--- config.mk ---
export PLATFORM = sky130hd
export DESIGN_NAME = vga_sync_controller
export DESIGN_NICKNAME = d
export VERILOG_FILES = /design/src/rtl/vga_pkg.sv /design/src/rtl/vga_counter.sv /design/src/rtl/vga_sync_controller.sv
export SDC_FILE = /design/constraint.sdc
export NUM_CORES = 1
export LEC_CHECK = 0
export BUFFER_PORTS_ARGS = -buffer_cell sky130_fd_sc_hd__buf_2
export CAP_MARGIN = 20
export CORE_UTILIZATION = 40
export CTS_CLUSTER_SIZE = 20
export DETAILED_ROUTE_END_ITERATION = 6
export PLACE_DENSITY = 0.81
export SLEW_MARGIN = 20
export SYNTH_ARGS = -nofsm -noshare
export SYNTH_HDL_FRONTEND = slang
export SYNTH_SLANG_ARGS = --single-unit
--- constraint.sdc ---
create_clock -name clk -period 1.45 [get_ports clk]
set_input_delay 0.0725 -clock clk [delete_from_list [all_inputs] [get_ports clk]]
set_output_delay 0.0725 -clock clk [all_outputs]
set_load 0.05 [all_outputs]
--- src/rtl/vga_pkg.sv ---
// rtl/vga_pkg.sv - default 640x480@60 raster timing, colour type and timing helper
package vga_pkg;

    // Horizontal timing, in pixels.
    localparam int VGA_H_ACTIVE = 640;
    localparam int VGA_H_FP     = 16;
    localparam int VGA_H_SYNC   = 96;
    localparam int VGA_H_BP     = 48;

    // Vertical timing, in lines.
    localparam int VGA_V_ACTIVE = 480;
    localparam int VGA_V_FP     = 10;
    localparam int VGA_V_SYNC   = 2;
    localparam int VGA_V_BP     = 33;

    // Packed 24-bit colour as seen on the DAC pins: r in [23:16], b in [7:0].
    typedef struct packed {
        logic [7:0] r;
        logic [7:0] g;
        logic [7:0] b;
    } rgb_t;

    // Period of one raster axis from its four timing fields.
    function automatic int timing_total(input int active, input int fp,
                                        input int sync, input int bp);
        return active + fp + sync + bp;
    endfunction

endpackage

--- src/rtl/vga_counter.sv ---
// rtl/vga_counter.sv - modulo-MAX raster axis counter with wrap flag
//
// clk    : system clock
// reset  : synchronous, active-high; clears count
// en     : advance by one this clk
// count  : current position, 0 .. MAX-1
// wrap   : high in the enabled cycle where count moves from MAX-1 back to 0
module vga_counter #(
    parameter int MAX = 800,
    parameter int W   = 10
) (
    input  logic         clk,
    input  logic         reset,
    input  logic         en,
    output logic [W-1:0] count,
    output logic         wrap
);

    localparam logic [W-1:0] LAST = W'(MAX - 1);

    logic [W-1:0] count_q;
    logic [W-1:0] count_d;

    assign wrap  = en && (count_q == LAST);
    assign count = count_q;

    always_comb begin
        count_d = count_q;
        if (en) begin
            count_d = wrap ? '0 : count_q + 1'b1;
        end
    end

    always_ff @(posedge clk) begin
        if (reset) begin
            count_q <= '0;
        end else begin
            count_q <= count_d;
        end
    end

endmodule

--- src/rtl/vga_sync_controller.sv ---
// rtl/vga_sync_controller.sv - VGA raster timing generator and registered DAC output stage
//
// clk         : system clock
// reset       : synchronous, active-high
// pix_en      : pixel tick; counters and output stage advance only when high
// pixel_in    : colour for (pixel_x, pixel_y), valid in the same cycle
// pixel_x/y   : current horizontal / vertical count
// video_on    : current count lies in the visible area
// frame_start : one-clk pulse when a pixel tick lands on count (0,0)
// vga_r/g/b   : registered colour, forced to 0 during blanking
// vga_hsync   : registered horizontal sync
// vga_vsync   : registered vertical sync
// vga_blank_n : registered, low during blanking
// vga_sync_n  : constant 0, no sync-on-green
// vga_clk     : registered copy of pix_en, DAC strobe
module vga_sync_controller
    import vga_pkg::*;
#(
    parameter int DATA_WIDTH  = 24,
    parameter int COORD_W     = 10,
    parameter int H_ACTIVE    = VGA_H_ACTIVE,
    parameter int H_FP        = VGA_H_FP,
    parameter int H_SYNC      = VGA_H_SYNC,
    parameter int H_BP        = VGA_H_BP,
    parameter int V_ACTIVE    = VGA_V_ACTIVE,
    parameter int V_FP        = VGA_V_FP,
    parameter int V_SYNC      = VGA_V_SYNC,
    parameter int V_BP        = VGA_V_BP,
    parameter bit SYNC_ACTIVE = 1'b0
) (
    input  logic                    clk,
    input  logic                    reset,
    input  logic                    pix_en,
    input  logic [DATA_WIDTH-1:0]   pixel_in,
    output logic [COORD_W-1:0]      pixel_x,
    output logic [COORD_W-1:0]      pixel_y,
    output logic                    video_on,
    output logic                    frame_start,
    output logic [DATA_WIDTH/3-1:0] vga_r,
    output logic [DATA_WIDTH/3-1:0] vga_g,
    output logic [DATA_WIDTH/3-1:0] vga_b,
    output logic                    vga_hsync,
    output logic                    vga_vsync,
    output logic                    vga_blank_n,
    output logic                    vga_sync_n,
    output logic                    vga_clk
);

    localparam int CW      = DATA_WIDTH / 3;
    localparam int H_TOTAL = timing_total(H_ACTIVE, H_FP, H_SYNC, H_BP);
    localparam int V_TOTAL = timing_total(V_ACTIVE, V_FP, V_SYNC, V_BP);

    localparam logic [COORD_W-1:0] H_ACT_END = COORD_W'(H_ACTIVE);
    localparam logic [COORD_W-1:0] V_ACT_END = COORD_W'(V_ACTIVE);
    localparam logic [COORD_W-1:0] HS_START  = COORD_W'(H_ACTIVE + H_FP);
    localparam logic [COORD_W-1:0] HS_END    = COORD_W'(H_ACTIVE + H_FP + H_SYNC);
    localparam logic [COORD_W-1:0] VS_START  = COORD_W'(V_ACTIVE + V_FP);
    localparam logic [COORD_W-1:0] VS_END    = COORD_W'(V_ACTIVE + V_FP + V_SYNC);

    logic [COORD_W-1:0] h_count;
    logic [COORD_W-1:0] v_count;
    logic               h_wrap;
    logic               v_wrap;
    logic               v_en;
    logic               hsync_on;
    logic               vsync_on;

    logic [DATA_WIDTH-1:0] rgb_q,   rgb_d;
    logic                  blank_n_q, blank_n_d;
    logic                  hsync_q, hsync_d;
    logic                  vsync_q, vsync_d;
    logic                  vga_clk_q, vga_clk_d;
    logic                  origin_q, origin_d;

    vga_counter #(
        .MAX (H_TOTAL),
        .W   (COORD_W)
    ) u_h_counter (
        .clk   (clk),
        .reset (reset),
        .en    (pix_en),
        .count (h_count),
        .wrap  (h_wrap)
    );

    // h_wrap already includes pix_en; the explicit AND keeps the vertical
    // advance tied to a pixel tick even if the counter wrap is redefined.
    assign v_en = pix_en & h_wrap;

    vga_counter #(
        .MAX (V_TOTAL),
        .W   (COORD_W)
    ) u_v_counter (
        .clk   (clk),
        .reset (reset),
        .en    (v_en),
        .count (v_count),
        .wrap  (v_wrap)
    );

    assign pixel_x  = h_count;
    assign pixel_y  = v_count;
    assign video_on = (h_count < H_ACT_END) && (v_count < V_ACT_END);
    assign hsync_on = (h_count >= HS_START) && (h_count < HS_END);
    assign vsync_on = (v_count >= VS_START) && (v_count < VS_END);

    // origin_q tracks "counters sit at (0,0)" so frame_start needs no wide
    // compare: set by reset or a full-frame wrap, cleared by any other tick.
    always_comb begin
        origin_d = origin_q;
        if (pix_en) begin
            origin_d = v_wrap;
        end
    end

    assign frame_start = origin_q & pix_en & ~reset;

    always_comb begin
        rgb_d     = rgb_q;
        blank_n_d = blank_n_q;
        hsync_d   = hsync_q;
        vsync_d   = vsync_q;
        vga_clk_d = pix_en;
        if (pix_en) begin
            rgb_d     = video_on ? pixel_in : '0;
            blank_n_d = video_on;
            hsync_d   = hsync_on ? SYNC_ACTIVE : ~SYNC_ACTIVE;
            vsync_d   = vsync_on ? SYNC_ACTIVE : ~SYNC_ACTIVE;
        end
    end

    always_ff @(posedge clk) begin
        if (reset) begin
            rgb_q     <= '0;
            blank_n_q <= 1'b0;
            hsync_q   <= ~SYNC_ACTIVE;
            vsync_q   <= ~SYNC_ACTIVE;
            vga_clk_q <= 1'b0;
            origin_q  <= 1'b1;
        end else begin
            rgb_q     <= rgb_d;
            blank_n_q <= blank_n_d;
            hsync_q   <= hsync_d;
            vsync_q   <= vsync_d;
            vga_clk_q <= vga_clk_d;
            origin_q  <= origin_d;
        end
    end

    assign vga_r       = rgb_q[DATA_WIDTH-1 -: CW];
    assign vga_g       = rgb_q[2*CW-1 -: CW];
    assign vga_b       = rgb_q[CW-1:0];
    assign vga_hsync   = hsync_q;
    assign vga_vsync   = vsync_q;
    assign vga_blank_n = blank_n_q;
    assign vga_sync_n  = 1'b0;
    assign vga_clk     = vga_clk_q;

endmodule

## After elaboration in Yosys (flattened, before gate mapping)

Cells that the tools add are included.

| storage, ports and cells | value |
|---|---|
| logic and storage cells | 32 |
| register bits | 49 |

| cells by class | value |
|---|---|
| add/subtract/negate cells | 2 |
| eq/ne operators | 2 |
| reductions and logical operators | 5 |
| order comparisons | 6 |
| multiplexer cells | 5 |
| bitwise operators | 4 |

Operators by type and width:

| kind | count |
|---|---|
| 24-bit two-way mux | 1 |
| 10-bit by 1-bit adder with 10-bit output (second input constant) | 2 |
| 10-bit equality test (second input constant) | 2 |
| 10-bit < comparator (second input constant) | 2 |
| 10-bit by 9-bit < comparator with 1-bit output (second input constant) | 2 |
| 10-bit two-way mux | 2 |
| 10-bit >= comparator (second input constant) | 1 |
| 10-bit by 9-bit >= comparator with 1-bit output (second input constant) | 1 |
| 1-bit logical AND | 5 |
| 1-bit AND | 3 |
| 1-bit two-way mux | 2 |
| 1-bit NOT | 1 |

## Logic depth before layout (Yosys ltp)

| logic depth | value |
|---|---|
| depth in word-level cells | 5 |
| depth in mapped cells | 8 |
| gate-level depth less buffers | 6 |

## Hierarchy

From an unflattened synthesis, not the netlist that was laid out.

| unflattened totals | value |
|---|---|
| cells, all modules | 194 |
| area total of the unflattened synthesis | 1,994.4 um^2 |

By module, submodules not included:

| module | seq. area each (um^2) | area each (um^2) | instances | cells each |
|---|---|---|---|---|
| vga_sync_controller | 580.6 | 984.7 | 1 | 82 |
| vga_counter at u_h_counter | 200.2 | 506.7 | 1 | 56 |
| vga_counter at u_v_counter | 200.2 | 503.0 | 1 | 56 |

## Worst setup path after synthesis

Ideal clock, no wire load.

| path | value |
|---|---|
| path kind | register to register |
| from | register u_h_counter.count_q[1] (netlist: u_h_counter.count[1]) |
| to | register u_v_counter.count_q[9] (netlist: u_v_counter.count[9]) |
| arrival | 1.956 ns |
| library setup time | 0.086 ns |
| path slack | -0.592 ns |
| buffers on the path | 1 |
| stages on the path, launching flop included | 7 |
| data required time | 1.364 ns |
| cell sequence | dfxtp_1 -> ha_1 -> and3_1 -> buf_2 -> nand4_2 -> or3_1 -> a221oi_2 |

| between the ends | value |
|---|---|
| longest elaborated chain between the ends | 5 |

RTL lines:

| item | line | RTL |
|---|---|---|
| start: declaration | vga_counter.sv:21 | `logic [W-1:0] count_q;` |
| start signal: assignment | vga_counter.sv:38 | `count_q <= count_d;` |
| 10-bit equality test * | vga_counter.sv:24 | `assign wrap = en && (count_q == LAST);` |
| 1-bit logical AND * | vga_counter.sv:24 |  |
| 1-bit AND * | vga_sync_controller.sv:88 | `assign v_en = pix_en & h_wrap;` |
| 1-bit logical AND | vga_counter.sv:24 |  |
| 10-bit two-way mux | vga_counter.sv:30 | `count_d = wrap ? '0 : count_q + 1'b1;` |
| end signal: assignment | vga_counter.sv:38 |  |
| end: declaration | vga_counter.sv:21 |  |

Every way passes the cells marked *; elsewhere a longest branch is shown, timed or not.
A chain may end at the register's enable or synchronous reset.

## Worst setup path after layout

| path | value |
|---|---|
| from | register u_h_counter.count_q[7] (netlist: u_h_counter.count[7]) |
| to | register u_v_counter.count_q[9] (netlist: u_v_counter.count[9]) |

The elaborated chain is that of the path after synthesis.

==> metrics.cfg <==
[status]
outcome=complete, but fails checks
failing_checks=setup timing

[worst_setup_path]
worst_ep_required_time_ps=1660
timing.critical_path.from=u_h_counter.count[7]
worst-endpoint-arrival_ps=1760
critical_path_startpoint_category=register
timing.reg2reg.setup_slack_ps=-100
r2r_end=u_v_counter.count[9]
crit_path_end_kind=register
worst_r2r_path_depth=4
critPathKind=reg2reg
timing.critical_path.fanout_max=4
crit_end=u_v_counter.count[9]
r2r_start=u_h_counter.count[7]

[timing]
layout_worst_path_cycle_share=1.066
setup_viol_count_final=8
max_freq_ghz=0.6470
setup_slack_ps=-95.71
rsz_0062_raised_after_global_routing=yes
finalHoldViolCount=0
setup-tns-final_ps=-589.3
finalWorstPathRequiredPeriod_ps=1546
slew_violations=0
skew_ps=7.422

[global_routing]
track_usage=0.2063
grt_overflow_total=0
grt_first_pass_wirelength_um=8845
grt_antenna_before_repair=0
largest_net_degree_at_the_start_of_global_routing=24
first_global_vias=1904

[yosys]
synth.yosys.warnings=0
synth-async-reset-ratio=0
synth_enable_flop_cells=0
synth_cell_types=36
synth.ff_latch_count=49
synth_nets=287
ys_dominant_reg_cell=sky130_fd_sc_hd__dfxtp_1
netlist_instances=256
yosysSeqAreaShare=0.4628
post_synth_instance_area_mm2=0.002120
syn_area_per_cell_um2=8.279

[die]
rows=26
floorplan.die_area_mm2=0.005594
die-width_um=74.80
core_area_mm2=0.005107
start_util=0.4150
pin_count=78
die_h_um=74.80

[pwr]
clkPwrFrac=0.309
share_comb_of_total_power=0.154
netSwitchingFraction=0.2830
power_switching_mw=0.7362
leakagePower_nw=1.366
internal-power_mw=1.865
pwr-share-seq=0.537
power_density_mw_per_mm2=835.2
vdd_ir_drop_max_uv=563.8

[placement]
port-buffer-count=76
dp_hpwl_um=3823
placement.setup.worst_slack_ps=-110.6
gp_congestion=0.7812

[layout]
mostFrequentLayoutCell=sky130_fd_sc_hd__buf_2
area_growth_syn_to_layout_pct=46.93
layout-drive-gt1-share=0.4622
nNetsFinal=388
insertedDiodeCount=0
layout.cells.most_common_list=sky130_fd_sc_hd__buf_2, sky130_fd_sc_hd__nand2_1, sky130_fd_sc_hd__a21oi_1
postLayoutCoreUtil=0.6098

[clock_tree]
cts_hold_buf=0
cts_tree=yes
worst_skew_pair.late_latency_ps=290
clk_root_buffer_cell=sky130_fd_sc_hd__clkbuf_8
clock_tree.htree_level_count=2
clock_path_buffers=2
cts_inserted_buffers=5
clk_transition_reported_paths_ps=90
clkSinkCount=49

[run]
timing.max_cap.violations=0

[detailed_routing]
postRouteWirelength_um=5799
postRouteAntennaNets=0
route.detailed.vias_per_inst=5.138
drc_errors=0
routed-via-count=2194
routed_len_inst_um=13.58
drt_pass1_iterations=4
initialDrtViolationCount=137

[min_path]
hold_path_class=in2reg

-- power by group through the flow --
stage / logic [mW] / clock network [mW] / registers [mW]
3_5_place_dp: 0.397 / 0 / 1.43
3_3_place_gp: 0.393 / 0 / 1.43
2_1_floorplan: 0.118 / 0 / 1.59
5_1_grt: 0.430 / 0.888 / 1.40
6_report: 0.401 / 0.802 / 1.40
4_1_cts: 0.398 / 0.827 / 1.40
-- cells in the mapped netlist, types with 2 or more instances --
| master | instances | area [um2] |
|---|---|---|
| sky130_fd_sc_hd__o21ai_0 | 9 | 45.04 |
| sky130_fd_sc_hd__nand4_1 | 4 | 25.02 |
| sky130_fd_sc_hd__nand2_1 | 35 | 131.4 |
| sky130_fd_sc_hd__a21oi_1 | 37 | 185.2 |
| sky130_fd_sc_hd__buf_2 | 5 | 25.02 |
| sky130_fd_sc_hd__nand4b_1 | 2 | 17.52 |
| sky130_fd_sc_hd__clkbuf_1 | 12 | 45.04 |
| sky130_fd_sc_hd__nand3_1 | 34 | 170.2 |
| sky130_fd_sc_hd__nand3b_1 | 2 | 15.01 |
| sky130_fd_sc_hd__and3_1 | 7 | 43.79 |
| sky130_fd_sc_hd__dfxtp_1 | 49 | 980.9 |
| sky130_fd_sc_hd__inv_1 | 7 | 26.28 |
| sky130_fd_sc_hd__nor2_1 | 7 | 26.28 |
| sky130_fd_sc_hd__or3_1 | 7 | 43.79 |
| sky130_fd_sc_hd__nor3_1 | 8 | 40.04 |
| sky130_fd_sc_hd__xor2_1 | 4 | 35.03 |
| sky130_fd_sc_hd__buf_6 | 2 | 22.52 |
| sky130_fd_sc_hd__and2_1 | 2 | 12.51 |
| sky130_fd_sc_hd__xnor2_1 | 3 | 26.28 |
| sky130_fd_sc_hd__ha_1 | 4 | 50.05 |
-- state kept, by name, summed over array words and instances (netlist names) --
register           count
vga_hsync              1
origin_q               1
u_v_counter.count     10
u_h_counter.count     10
vga_blank_n            1
vga_clk                1
rgb_q                 24
vga_vsync              1
-- area by class of cell --
cell class,count,area (um2)
Fill cell,442,1993
Multi-Input combinational cell,179,1135
Sequential cell,49,1033
Timing Repair Buffer,115,743.2
Tap cell,70,87.58
Clock buffer,7,86.33
Inverter,7,28.78
-- worst max-delay path, stage by stage, from the launching register on --
cell and delay [ps]:
sky130_fd_sc_hd__dfxtp_4 360, sky130_fd_sc_hd__nor4b_4 330, sky130_fd_sc_hd__nand4_4 140, sky130_fd_sc_hd__or3_1 380
sky130_fd_sc_hd__a221oi_2 240
-- repair_timing --
action,4_1_cts,5_1_grt
resized for setup,13,21
cloned,1,0
setup buffers,2,10
setup endpoints to repair,14,34
hold endpoints to repair,0,0
pin swaps,6,12
-- per-stage QoR --
stage | std cells | area [um2] | power (mW) | hold WS [ps]
CTS | 418 | 2968 | 2.623 | 24.83
detailed placement | 408 | 2795 | 1.826 | 343.6
floorplan | 256 | 2237 | 1.709 | 240.1
global route | 427 | 3114 | 2.722 | 38.72
global placement | 408 | 2795 | 1.819 | 343.0
finish | 427 | 3114 | 2.601 | 31.64
-- how the worst min path moves through the flow --
| stage | startpoint | end | slack (ps) | cells after the start |
|---|---|---|---|---|
| 2_1_floorplan | pixel_in[0] | rgb_q[0] | 240 | 2 |
| 3_3_place_gp | pixel_in[18] | rgb_q[18] | 340 | 3 |
| 3_5_place_dp | reset | u_v_counter.count[9] | 340 | 2 |
| 4_1_cts | reset | u_v_counter.count[9] | 20 | 2 |
| 5_1_grt | pixel_in[8] | rgb_q[8] | 40 | 3 |
| 6_report | pixel_in[13] | rgb_q[13] | 30 | 3 |
-- per-layer routing --
metal / routed length (um) / vias to the layer above / GRT usage / part of all wire
li1: - / 1092 / - / -
met1: 2650 / 1035 / 0.2718 / 0.46
met2: 2832 / 60 / 0.3393 / 0.49
met3: 253 / 7 / 0.04016 / 0.044
met4: 62 / 0 / 0.06918 / 0.011
met5: 0 / - / 0 / 0
-- cell families after synthesis --
logic type / share of synthesized area
AOI/OAI and AO/OA: 0.1364
xor gates and xnor gates: 0.02893
adders and majority gates: 0.02361
buffers and inverters: 0.06139
DFF: 0.4628
muxes: 0.004723
other: 0.001769
and+or+nand+nor: 0.2804
No activity file was read; power rests on OpenSTA's default activity.
